<file path="src/rtl/thermal_pkg.sv">
// ----------------------------------------------------------------------------
// thermal_pkg: shared types and constants for the thermal-frame pipeline.
// Revision: 1.0
// ----------------------------------------------------------------------------
`default_nettype none

package thermal_pkg;

  localparam int DATAW    = 16;
  localparam int MAX_ADDR = 2**6 - 1;
  localparam int ADDRW    = $clog2(MAX_ADDR + 1);
  // Wide enough to count past the last read through the deepest read latency (4).
  localparam int CNTW     = $clog2(MAX_ADDR + 5);

  localparam logic [DATAW-1:0] c_pix_max = {1'b0, {(DATAW-1){1'b1}}};
  localparam logic [DATAW-1:0] c_pix_min = {1'b1, {(DATAW-1){1'b0}}};

  typedef enum logic [1:0] {
    IDLE = 2'd0,
    SCAN = 2'd1,
    DONE = 2'd2
  } t_scan_states;

  typedef struct packed {
    t_scan_states     state;
    logic [CNTW-1:0]  addr;
    logic [DATAW-1:0] run_min;
    logic [DATAW-1:0] run_max;
  } t_scan_regs;

  localparam t_scan_regs c_scan_regs_rst = '{
    state:   IDLE,
    addr:    '0,
    run_min: c_pix_max,
    run_max: c_pix_min
  };

endpackage

`default_nettype wire

</file>
<file path="src/rtl/frame_minmax_scanner.sv">
// ----------------------------------------------------------------------------
// frame_minmax_scanner: one pass over frame memory producing signed min and range.
// Revision: 1.0
// ----------------------------------------------------------------------------
`default_nettype none

module frame_minmax_scanner
  import thermal_pkg::*;
#(
  parameter int RD_LATENCY = 1
) (
  input  logic                    i_clk,
  input  logic                    i_rst,
  input  logic                    i_start,
  output logic                    o_busy,
  output logic                    o_done,
  output logic signed [DATAW-1:0] o_min,
  output logic        [DATAW-1:0] o_range,
  output logic                    o_rd_valid,
  output logic        [ADDRW-1:0] o_rd_addr,
  input  logic signed [DATAW-1:0] i_rd_data
);

  localparam logic [CNTW-1:0] c_last_rd  = CNTW'(MAX_ADDR);
  localparam logic [CNTW-1:0] c_last_cnt = CNTW'(MAX_ADDR + RD_LATENCY);

  t_scan_regs              r_q, r_d;
  logic [RD_LATENCY-1:0]   vld_pipe_q;
  logic signed [DATAW-1:0] min_q, min_d;
  logic [DATAW-1:0]        range_q, range_d;
  logic signed [DATAW-1:0] w_run_min, w_run_max;
  logic                    w_rd_valid;
  logic                    w_sample;

  always_comb begin
    r_d        = r_q;
    min_d      = min_q;
    range_d    = range_q;
    w_rd_valid = (r_q.state == SCAN) && (r_q.addr <= c_last_rd);
    w_sample   = vld_pipe_q[RD_LATENCY-1];
    w_run_min  = $signed(r_q.run_min);
    w_run_max  = $signed(r_q.run_max);

    if (w_sample) begin
      if (i_rd_data < $signed(r_q.run_min)) w_run_min = i_rd_data;
      if (i_rd_data > $signed(r_q.run_max)) w_run_max = i_rd_data;
    end

    case (r_q.state)
      IDLE: begin
        r_d.addr    = '0;
        r_d.run_min = c_pix_max;
        r_d.run_max = c_pix_min;
        if (i_start) r_d.state = SCAN;
      end
      SCAN: begin
        r_d.run_min = w_run_min;
        r_d.run_max = w_run_max;
        if (r_q.addr == c_last_cnt) begin
          r_d.state = DONE;
          min_d     = w_run_min;
          // max >= min always, so the true difference fits DATAW bits unsigned
          // and a DATAW-bit subtract yields it exactly.
          range_d   = w_run_max - w_run_min;
        end else begin
          r_d.addr = r_q.addr + CNTW'(1);
        end
      end
      DONE: begin
        r_d.state = IDLE;
      end
      default: begin
        r_d = c_scan_regs_rst;
      end
    endcase
  end

  always_ff @(posedge i_clk) begin
    if (i_rst) begin
      r_q        <= c_scan_regs_rst;
      vld_pipe_q <= '0;
      min_q      <= '0;
      range_q    <= '0;
    end else begin
      r_q           <= r_d;
      min_q         <= min_d;
      range_q       <= range_d;
      vld_pipe_q[0] <= w_rd_valid;
      for (int i = 1; i < RD_LATENCY; i++) begin
        vld_pipe_q[i] <= vld_pipe_q[i-1];
      end
    end
  end

  assign o_busy     = (r_q.state != IDLE);
  assign o_done     = (r_q.state == DONE);
  assign o_min      = min_q;
  assign o_range    = range_q;
  assign o_rd_valid = w_rd_valid;
  assign o_rd_addr  = r_q.addr[ADDRW-1:0];

endmodule

`default_nettype wire

</file>
<file path="config.mk">
export PLATFORM = sky130hd
export DESIGN_NAME = frame_minmax_scanner
export DESIGN_NICKNAME = d
export VERILOG_FILES = /design/src/rtl/thermal_pkg.sv /design/src/rtl/frame_minmax_scanner.sv
export SDC_FILE = /design/constraint.sdc
export NUM_CORES = 1
export LEC_CHECK = 0
export BUFFER_PORTS_ARGS = -buffer_cell sky130_fd_sc_hd__buf_4
export CAP_MARGIN = 40
export CORE_ASPECT_RATIO = 1.2
export CORE_MARGIN = 1
export CORE_UTILIZATION = 60
export CTS_BUF_LIST = sky130_fd_sc_hd__clkbuf_4 sky130_fd_sc_hd__clkbuf_8
export CTS_CLUSTER_DIAMETER = 200
export CTS_CLUSTER_SIZE = 10
export DETAILED_ROUTE_END_ITERATION = 10
export GPL_TIMING_DRIVEN = 0
export PLACE_DENSITY = 0.83
export SLEW_MARGIN = 5
export SYNTH_ARGS = -nofsm -noshare
export SYNTH_HDL_FRONTEND = slang
export SYNTH_SLANG_ARGS = --single-unit
export TNS_END_PERCENT = 1
</file>
<file path="constraint.sdc">
create_clock -name i_clk -period 5.2 [get_ports i_clk]
set_input_delay 1.04 -clock i_clk [delete_from_list [all_inputs] [get_ports i_clk]]
set_output_delay 1.04 -clock i_clk [all_outputs]
set_load 0.01 [all_outputs]
</file>
# Word-level counts from Yosys, hierarchy flattened
# Index checks and enable logic that the tools add are counted.
# classes
n_eq_ne	6
reduce_logical	6
mux	9
add_sub_neg	2
n_lt_le_gt_ge	3
n_bitwise	1
# ops
op	count
$pmux W39 S2	1
$mux W16	4
$gt A16 B16 Y1	1
$lt A16 B16 Y1	1
$sub A16 B16 Y16	1
$add A7 B1 Y7 const B	1
$eq A7 B7 Y1 const B	1
$le A7 B6 Y1 const B	1
$mux W7	1
$reduce_and A2 Y1	3
$mux W2	2
$ne A2 B2 Y1 const B	2
$pmux W2 S2	1
$eq A2 B1 Y1 const B	1
$eq A2 B2 Y1 const B	1
$logic_not A2 Y1	1
$ne A2 B1 Y1 const B	1
$reduce_bool A2 Y1	1
$logic_and A1 B1 Y1	1
$not A1 Y1	1
# word_totals
inputBits	19
out_inout_bits	41
wordCells	34
register_bits	74

# Depth between registers and ports, before layout
# Gate-level depths: netlist of run 1.
# logic_depth
word_depth	4
depth_mapped	20
depth_no_buf	19

# Worst setup path after synthesis of run 1
# OpenSTA, ideal clock, no wires.
# synth_path
kind	in2reg
start	input i_rd_data[11]
end	register range_q[14], in the netlist o_range[14]
required_time_ns	5.086
path_buffers	1
t_arrival_ns	4.739
path_slack_ns	0.348
setup_time_ns	0.114
cell_stages	19
path_cell_list	ha_1 -> a211oi_1 -> nor2_1 -> o31ai_1 -> o2111ai_1 -> nand2_1 -> buf_2 -> mux2i_1 -> inv_1 -> ha_1 -> fa_1 -> nand2b_1 -> a21oi_1 -> o211ai_1 -> a21oi_1 -> nor4_1 -> o31ai_1 -> xor2_1 -> a21o_1
# synth_via
elab_chain_cells	4
word_cells_on_any_way	7
cone_classes	add/sub (1); order compare (2); mux (4)
# synth_lines
item	line_no	text
start, declared	frame_minmax_scanner.sv:21	input logic signed [DATAW-1:0] i_rd_data
$lt A16 B16 Y1	frame_minmax_scanner.sv:45	if (i_rd_data < $signed(r_q.run_min)) w_run_min = i_rd_data;
$mux W16	frame_minmax_scanner.sv:45	
$mux W16	frame_minmax_scanner.sv:44	if (w_sample) begin
net w_run_min[0]	frame_minmax_scanner.sv:31	logic signed [DATAW-1:0] w_run_min, w_run_max;
$sub A16 B16 Y16	frame_minmax_scanner.sv:64	range_d = w_run_max - w_run_min;
end signal, assigned	frame_minmax_scanner.sv:87	range_q <= range_d;
end, declared	frame_minmax_scanner.sv:30	logic [DATAW-1:0] range_q, range_d;
# The timed path passes the listed nets, and every way through them passes these cells.
# A chain may end at the register's enable or synchronous reset.

# Final worst setup path of run 1
# layout_path
start	input i_rd_data[11]
end	register range_q[12], in the netlist o_range[12]
# Same word-level chain as after synthesis.

==> results.toml, run 1 <==
[clocking]
ctsHtreeMaxLevel = 3
cts-buffers-inserted = 9
cts_clock_pin_slew_for_the_worst_setup_and_hold_paths_ps = 70
clk_latency_ps = 360
clkSinkCount = 74
cts_max_path_buffers = 2
cts_tree = "yes"
post_cts_hold_buffer_count = 0
root_buffer = "clkbuf_8"

[power]
irDropWorstVdd_v = 0.0001891
post-layout-total-power_w = 0.001273
powerDensity_nw_per_um2 = 239.2
power.static_leakage_nw = 2.347

[worst_setup_path]
start_kind = "primary input"
cp_data_arrival_time_ps = 5190
worstPathBufferInverterCount = 3
cp_data_required_time_ps = 5420
cell_chain_critical_path = "buf_4 > ha_1 > a211oi_1 > nor2_1 > o31ai_4 > o2111ai_1 > nand2_2 > clkbuf_4 > mux2i_2 > inv_1 > ha_1 > fa_1 > nand2b_1 > a21oi_4 > o211ai_1 > a21oi_2 > nor4_4 > o21a_1 > o21ai_0 > a21oi_1"
worst_path_dominant_cell_family = "compound AO/OA/AOI/OAI gates"
critPathCaptureType = "flip-flop"
cpMostUsedCell = "ha_1"
worst_path_max_delay_cell = "fa_1"
cpPeakStageDelay_ps = 390
criticalPathCategory = "primary input to flip-flop"
path_max_fanout = 10
reg2reg_setup_slack_ps = 640

[drt]
routedWlPerCell_um = 16.70
totalWireLength_um = 12180
first_iter_violations = 235
ant_nets = 0
drt_drc_violations_left = 0
detail_route.vias_per_cell = 5.996
detail_route.first_pass.iterations = 4
vias = 4371

[sta]
max_transition_viols_final = 0
worst_slew_pin_slew_ps = 671.2
final-setup-viol-count = 0
final.min_clock_period_ps = 4965
final_hold_viol_count = 0
timing.max_slew.rel_slack_pct = 55.08
skew_ps = 14.56
max_freq_mhz = 201.4
final.period_utilization_pct = 95.49
hold_slack_ps = 453.6

[die]
floorplan.die_area_um2 = 7787
chipHeight_um = 96.47
fp.dieW_um = 80.72
core_um2 = 7232
row_count = 34
start_util_pct = 61.70
design.portCount = 60

[hold_path]
hold_path_class = "flip-flop to flip-flop"

[synthesis]
synth_xor_xnor_area_share_pct = 2.159
largest_family_of_logic_cells_by_synthesized_area = "compound AO/OA/AOI/OAI gates"
synth-warning-count = 0
muxShareOfSynthArea_pct = 0.4487
fraction_of_the_mapped_netlist_area_in_adder_cells_pct = 13.91
post_synth_num_cell_types = 54
seq_area_frac_synth_pct = 33.20
post_synth_instance_area_um2 = 4462
post_synth_simple_gate_area_pct = 19.63
synth_edf_count = 0
register_bit_count_reported_by_yosys = 74
synthesis.area_per_instance_um2 = 7.939
compound_cell_area_share_of_the_yosys_netlist_pct = 23.72
synthesis.instances = 562
postSynthNetCount = 630
synth_async_sr_flop_share_pct = 0
ys.flop_type = "dfxtp_1"

[global_routing]
first_global_vias = 4006
congestion_overflow_gr = 0
grt_antenna_before_repair = 0
grt_pass1_wl_um = 18640
grt_use_total_pct = 32.04
grt_start_max_net_pins = 13

[final_layout]
utilization_of_the_core_after_routing_pct = 73.58
final_layout_size_suffix_gt1_share_pct = 16.90
syn_to_final_growth_pct = 19.27
final_design_area_no_fill_um2 = 5321
fin_nets = 702
n_antenna_cell = 0

[placed_design]
place.detailed.hpwl_um = 9206
routabilityCongestion = 0.9166
buffer_ports.inserted = 58
postPlaceCellArea_um2 = 5010

[job]
cap_viol_max_count = 0

[outcome]
run_status = "finished clean"
layout make-up:
cell class | count | area (um^2)
plain buffers | 31 | 167.7
clock buffers | 12 | 158.9
clock inverters | 4 | 48.80
fillers | 579 | 1911
inverters | 39 | 146.4
multi-input cells | 418 | 2748
flip-flops and latches | 74 | 1481
well taps | 90 | 112.6
repair buffers | 61 | 457.9
synthesized netlist by cell type (9+ instances only):
master     n  area [um^2]
a211oi_1  25        187.7
a21oi_1   62        310.3
a22o_1    15        131.4
clkbuf_1  16        60.06
dfxtp_1   74         1481
ha_1      48        600.6
inv_1     39        146.4
nand2_1   49        183.9
nand2b_1  11        68.82
nand3_1    9        45.04
nor2_1    78        292.8
nor3_1    13        65.06
o21ai_0   20        100.1
state kept, by name, summed over array words and instances (netlist names):
register    count
vld_pipe_q      1
o_range        16
o_rd_addr       6
r_q            35
o_min          16
final timing paths:
path	startpoint	end	depth (start not counted)
max	i_rd_data[11]	o_range[12]	20
min	o_range[12]	o_range[12]	2
max reg2reg	r_q[31]	o_range[12]	20
min reg2reg	o_range[12]	o_range[12]	2
cells in the final DEF (no fill, tap or decap), drive strengths merged, types with 2 or more instances in the layout:
| master | netlist | layout |
|---|---|---|
| nand4 | 6 | 6 |
| a22o | 15 | 15 |
| nor4 | 5 | 5 |
| dfxtp | 74 | 74 |
| inv | 39 | 40 |
| xor2 | 3 | 3 |
| and3 | 2 | 2 |
| nand2b | 11 | 11 |
| or2 | 2 | 2 |
| o21ai | 28 | 28 |
| o31ai | 3 | 3 |
| o22ai | 3 | 3 |
| a21o | 2 | 2 |
| a21oi | 62 | 62 |
| ha | 48 | 48 |
| or3 | 3 | 3 |
| a22oi | 2 | 2 |
| clkbuf | 16 | 30 |
| nand4b | 2 | 2 |
| nand2 | 49 | 49 |
| nor2b | 3 | 3 |
| nor3 | 13 | 13 |
| buf | 15 | 74 |
| o41ai | 3 | 3 |
| xnor2 | 8 | 8 |
| nand3 | 9 | 9 |
| a211oi | 26 | 26 |
| nor2 | 79 | 79 |
| a31oi | 2 | 2 |
| and2 | 2 | 2 |
| mux2i | 2 | 2 |
| o211ai | 5 | 5 |
| clkinv | 0 | 2 |
| o21a | 6 | 6 |
metal layers:
metal | routed length [um] | GRT usage [%] | vias up
met5 | 0 | 0 | -
met4 | 401 | 16.22 | 0
met3 | 685 | 5.822 | 36
met2 | 6143 | 57.42 | 163
met1 | 4946 | 36.15 | 2048
li1 | - | - | 2124
worst min-delay path, cell delays in order (launching register included):
cell and delay, ps:
dfxtp_1 310, nand2_1 50, a21oi_1 50
logic make-up (layout without fill, tap and decap cells):
kind of cell    after synthesis  count (layout)
buf+inv                      70             147
simple gates                190             190
compound gates              166             166
xor+xnor                     11              11
flops                        74              74
mux                           2               2
fa+ha+maj                    49              49
metrics by stage:
stage | setup slack [ps] | TNS [ps] | std cells
3_3_place_gp | -503.2 | -1581 | 710
2_1_floorplan | 347.5 | 0 | 562
3_5_place_dp | -584.7 | -2350 | 710
4_1_cts | 46.32 | 0 | 726
6_report | 234.7 | 0 | 729
5_1_grt | -27.46 | -46.23 | 729
repair_timing:
item | 4_1_cts | 5_1_grt
buffers inserted | 0 | 3
pin swaps | 0 | 1
gates resized for setup | 4 | 13
hold endpoints to repair | 0 | 0
setup endpoints to repair | 2 | 7
report_power, final:
group          switching, W  internal, W
sequential       0.00000461     0.000572
combinational      0.000137    0.0000821
clock              0.000223     0.000254
total              0.000365     0.000908
Note: power is estimated with default switching activity, not from simulation.
==> run 2, diff against run 1 <==
==> constraint.sdc (replaced) <==
create_clock -name i_clk -period 5.2 [get_ports i_clk]
set_input_delay 0.52 -clock i_clk [delete_from_list [all_inputs] [get_ports i_clk]]
set_output_delay 0.52 -clock i_clk [all_outputs]
set_load 0.01 [all_outputs]
==> run 2 against run 1 <==
  * Cell count decreased by 0.41%
  * Sequential power about the same
  * Hold slack got worse by 48 ps
  * Flip-flop and latch count unchanged
  * Total power decreased by 0.75%
  * Fmax increased by 2.5%
  * Clock-buffer cell count unchanged
  * Critical path type is now flip-flop to flip-flop
  * Largest power group unchanged
==> results.toml, run 2 (same netlist as run 1, synthesis figures left out) <==
[global_routing]
grt_start_max_net_pins = 13
congestion_overflow_gr = 0
first_global_vias = 3982
grt_use_total_pct = 31.92
grt_antenna_before_repair = 0
grt_pass1_wl_um = 18550

[power]
post-layout-total-power_w = 0.001264
power.static_leakage_nw = 2.311
irDropWorstVdd_v = 0.0001861
powerDensity_nw_per_um2 = 241.8

[placed_design]
place.detailed.hpwl_um = 9206
buffer_ports.inserted = 58
routabilityCongestion = 0.9166

[worst_setup_path]
start_kind = "flip-flop"
cp_data_required_time_ps = 5450
path_max_fanout = 10
critPathCaptureType = "flip-flop"
reg2reg_setup_slack_ps = 350
criticalPathCategory = "flip-flop to flip-flop"
cp_data_arrival_time_ps = 5100

[final_layout]
mostFrequentLayoutCell = "nor2_1"
layout_common_cells = "nor2_1 (78), dfxtp_1 (74), buf_4 (64)"
fin_nets = 699
max_ffs_per_register = 35
syn_to_final_growth_pct = 17.13
final_layout_size_suffix_gt1_share_pct = 15.25
n_antenna_cell = 0
max_flop_register = "r_q"

[clocking]
root_buffer = "clkbuf_8"
post_cts_hold_buffer_count = 0
cts_tree = "yes"
ctsHtreeMaxLevel = 3
clkSinkCount = 74
cts_max_path_buffers = 2
cts_setup_buffers = 0
cts_clock_pin_slew_for_the_worst_setup_and_hold_paths_ps = 80
cts-buffers-inserted = 9
clk_latency_ps = 360
postCtsResizedCells = 0

[drt]
routedWlPerCell_um = 16.42
drt_drc_violations_left = 0
ant_nets = 0
first_iter_violations = 195
vias = 4311
detail_route.vias_per_cell = 5.938
detail_route.first_pass.iterations = 5
totalWireLength_um = 11920

[sta]
worst_slew_pin_slew_ps = 677.9
skew_ps = 14.88
grt_setup_unrepaired = "no"
final-setup-viol-count = 0
final_hold_viol_count = 0
max_freq_mhz = 206.4
final.min_clock_period_ps = 4846
final.period_utilization_pct = 93.19
max_transition_viols_final = 0
hold_slack_ps = 405.9
timing.max_slew.rel_slack_pct = 54.64

[die]
row_count = 34
fp.dieW_um = 80.72
core_um2 = 7232
start_util_pct = 61.70
design.portCount = 60
chipHeight_um = 96.47
floorplan.die_area_um2 = 7787

[outcome]
run_status = "finished clean"

[hold_path]
hold_path_class = "primary input to flip-flop"

[job]
cap_viol_max_count = 0
-- run 2: cell count changes in the layout (fill, tap and decap cells not counted), sizes merged --
cell / delta
buf: -1
clkbuf: -2
-- run 2: worst max-delay path: stages, from the launching register on --
cell	delay (ps)
dfxtp_1	340
inv_1	90
ha_1	360
nand4_2	160
nor4_2	380
a21bo_1	260
and3_1	170
nor3_1	260
buf_2	280
buf_2	240
nand2_1	70
o21ai_1	130
ha_1	310
o21ai_0	250
a21oi_2	100
o211ai_1	230
a21oi_1	130
nor4_1	470
o31ai_1	180
xor2_1	160
a21o_1	160
-- run 2: power by group --
group	internal, W	total [W]	switching, W
Clock	0.000254	0.000476	0.000223
Sequential	0.000572	0.000577	0.00000459
Combinational	0.0000780	0.000211	0.000133
-- run 2: worst paths after layout --
check,endpoint,from,cells after the start
worst max-delay path,o_range[14],r_q[15],20
worst min-delay path,r_q[0],i_rd_data[0],2
worst max register to register,o_range[14],r_q[15],20
worst min register to register,o_range[12],o_range[12],2
-- run 2: metal layers --
| layer | global-route usage (%) | share of wire, % | vias up |
|---|---|---|---|
| li1 | - | - | 2120 |
| met1 | 36.09 | 41 | 1986 |
| met2 | 57.06 | 49 | 163 |
| met3 | 5.822 | 6.2 | 42 |
| met4 | 16.22 | 3.8 | 0 |
| met5 | 0 | 0 | - |
-- run 2: final cells by class --
| class | count | area [um^2] |
|---|---|---|
| multi-input cells | 418 | 2680 |
| repair buffers | 58 | 435.4 |
| clock inverters | 4 | 48.80 |
| plain buffers | 31 | 162.7 |
| inverters | 39 | 146.4 |
| well taps | 90 | 112.6 |
| clock buffers | 12 | 158.9 |
| fillers | 597 | 2006 |
| flip-flops and latches | 74 | 1481 |
-- run 2: per-stage QoR --
stage	util (%)	setup WS, ps	std cells	setup TNS (ps)	area [um^2]
detailed placement	69.27	-64.67	710	-71.74	5010
global placement	69.27	16.77	710	0	5010
finish	72.27	354.3	726	0	5226
global route	72.27	25.52	726	0	5226
CTS	72.15	199.8	726	0	5218
floorplan	-	867.5	562	0	4462
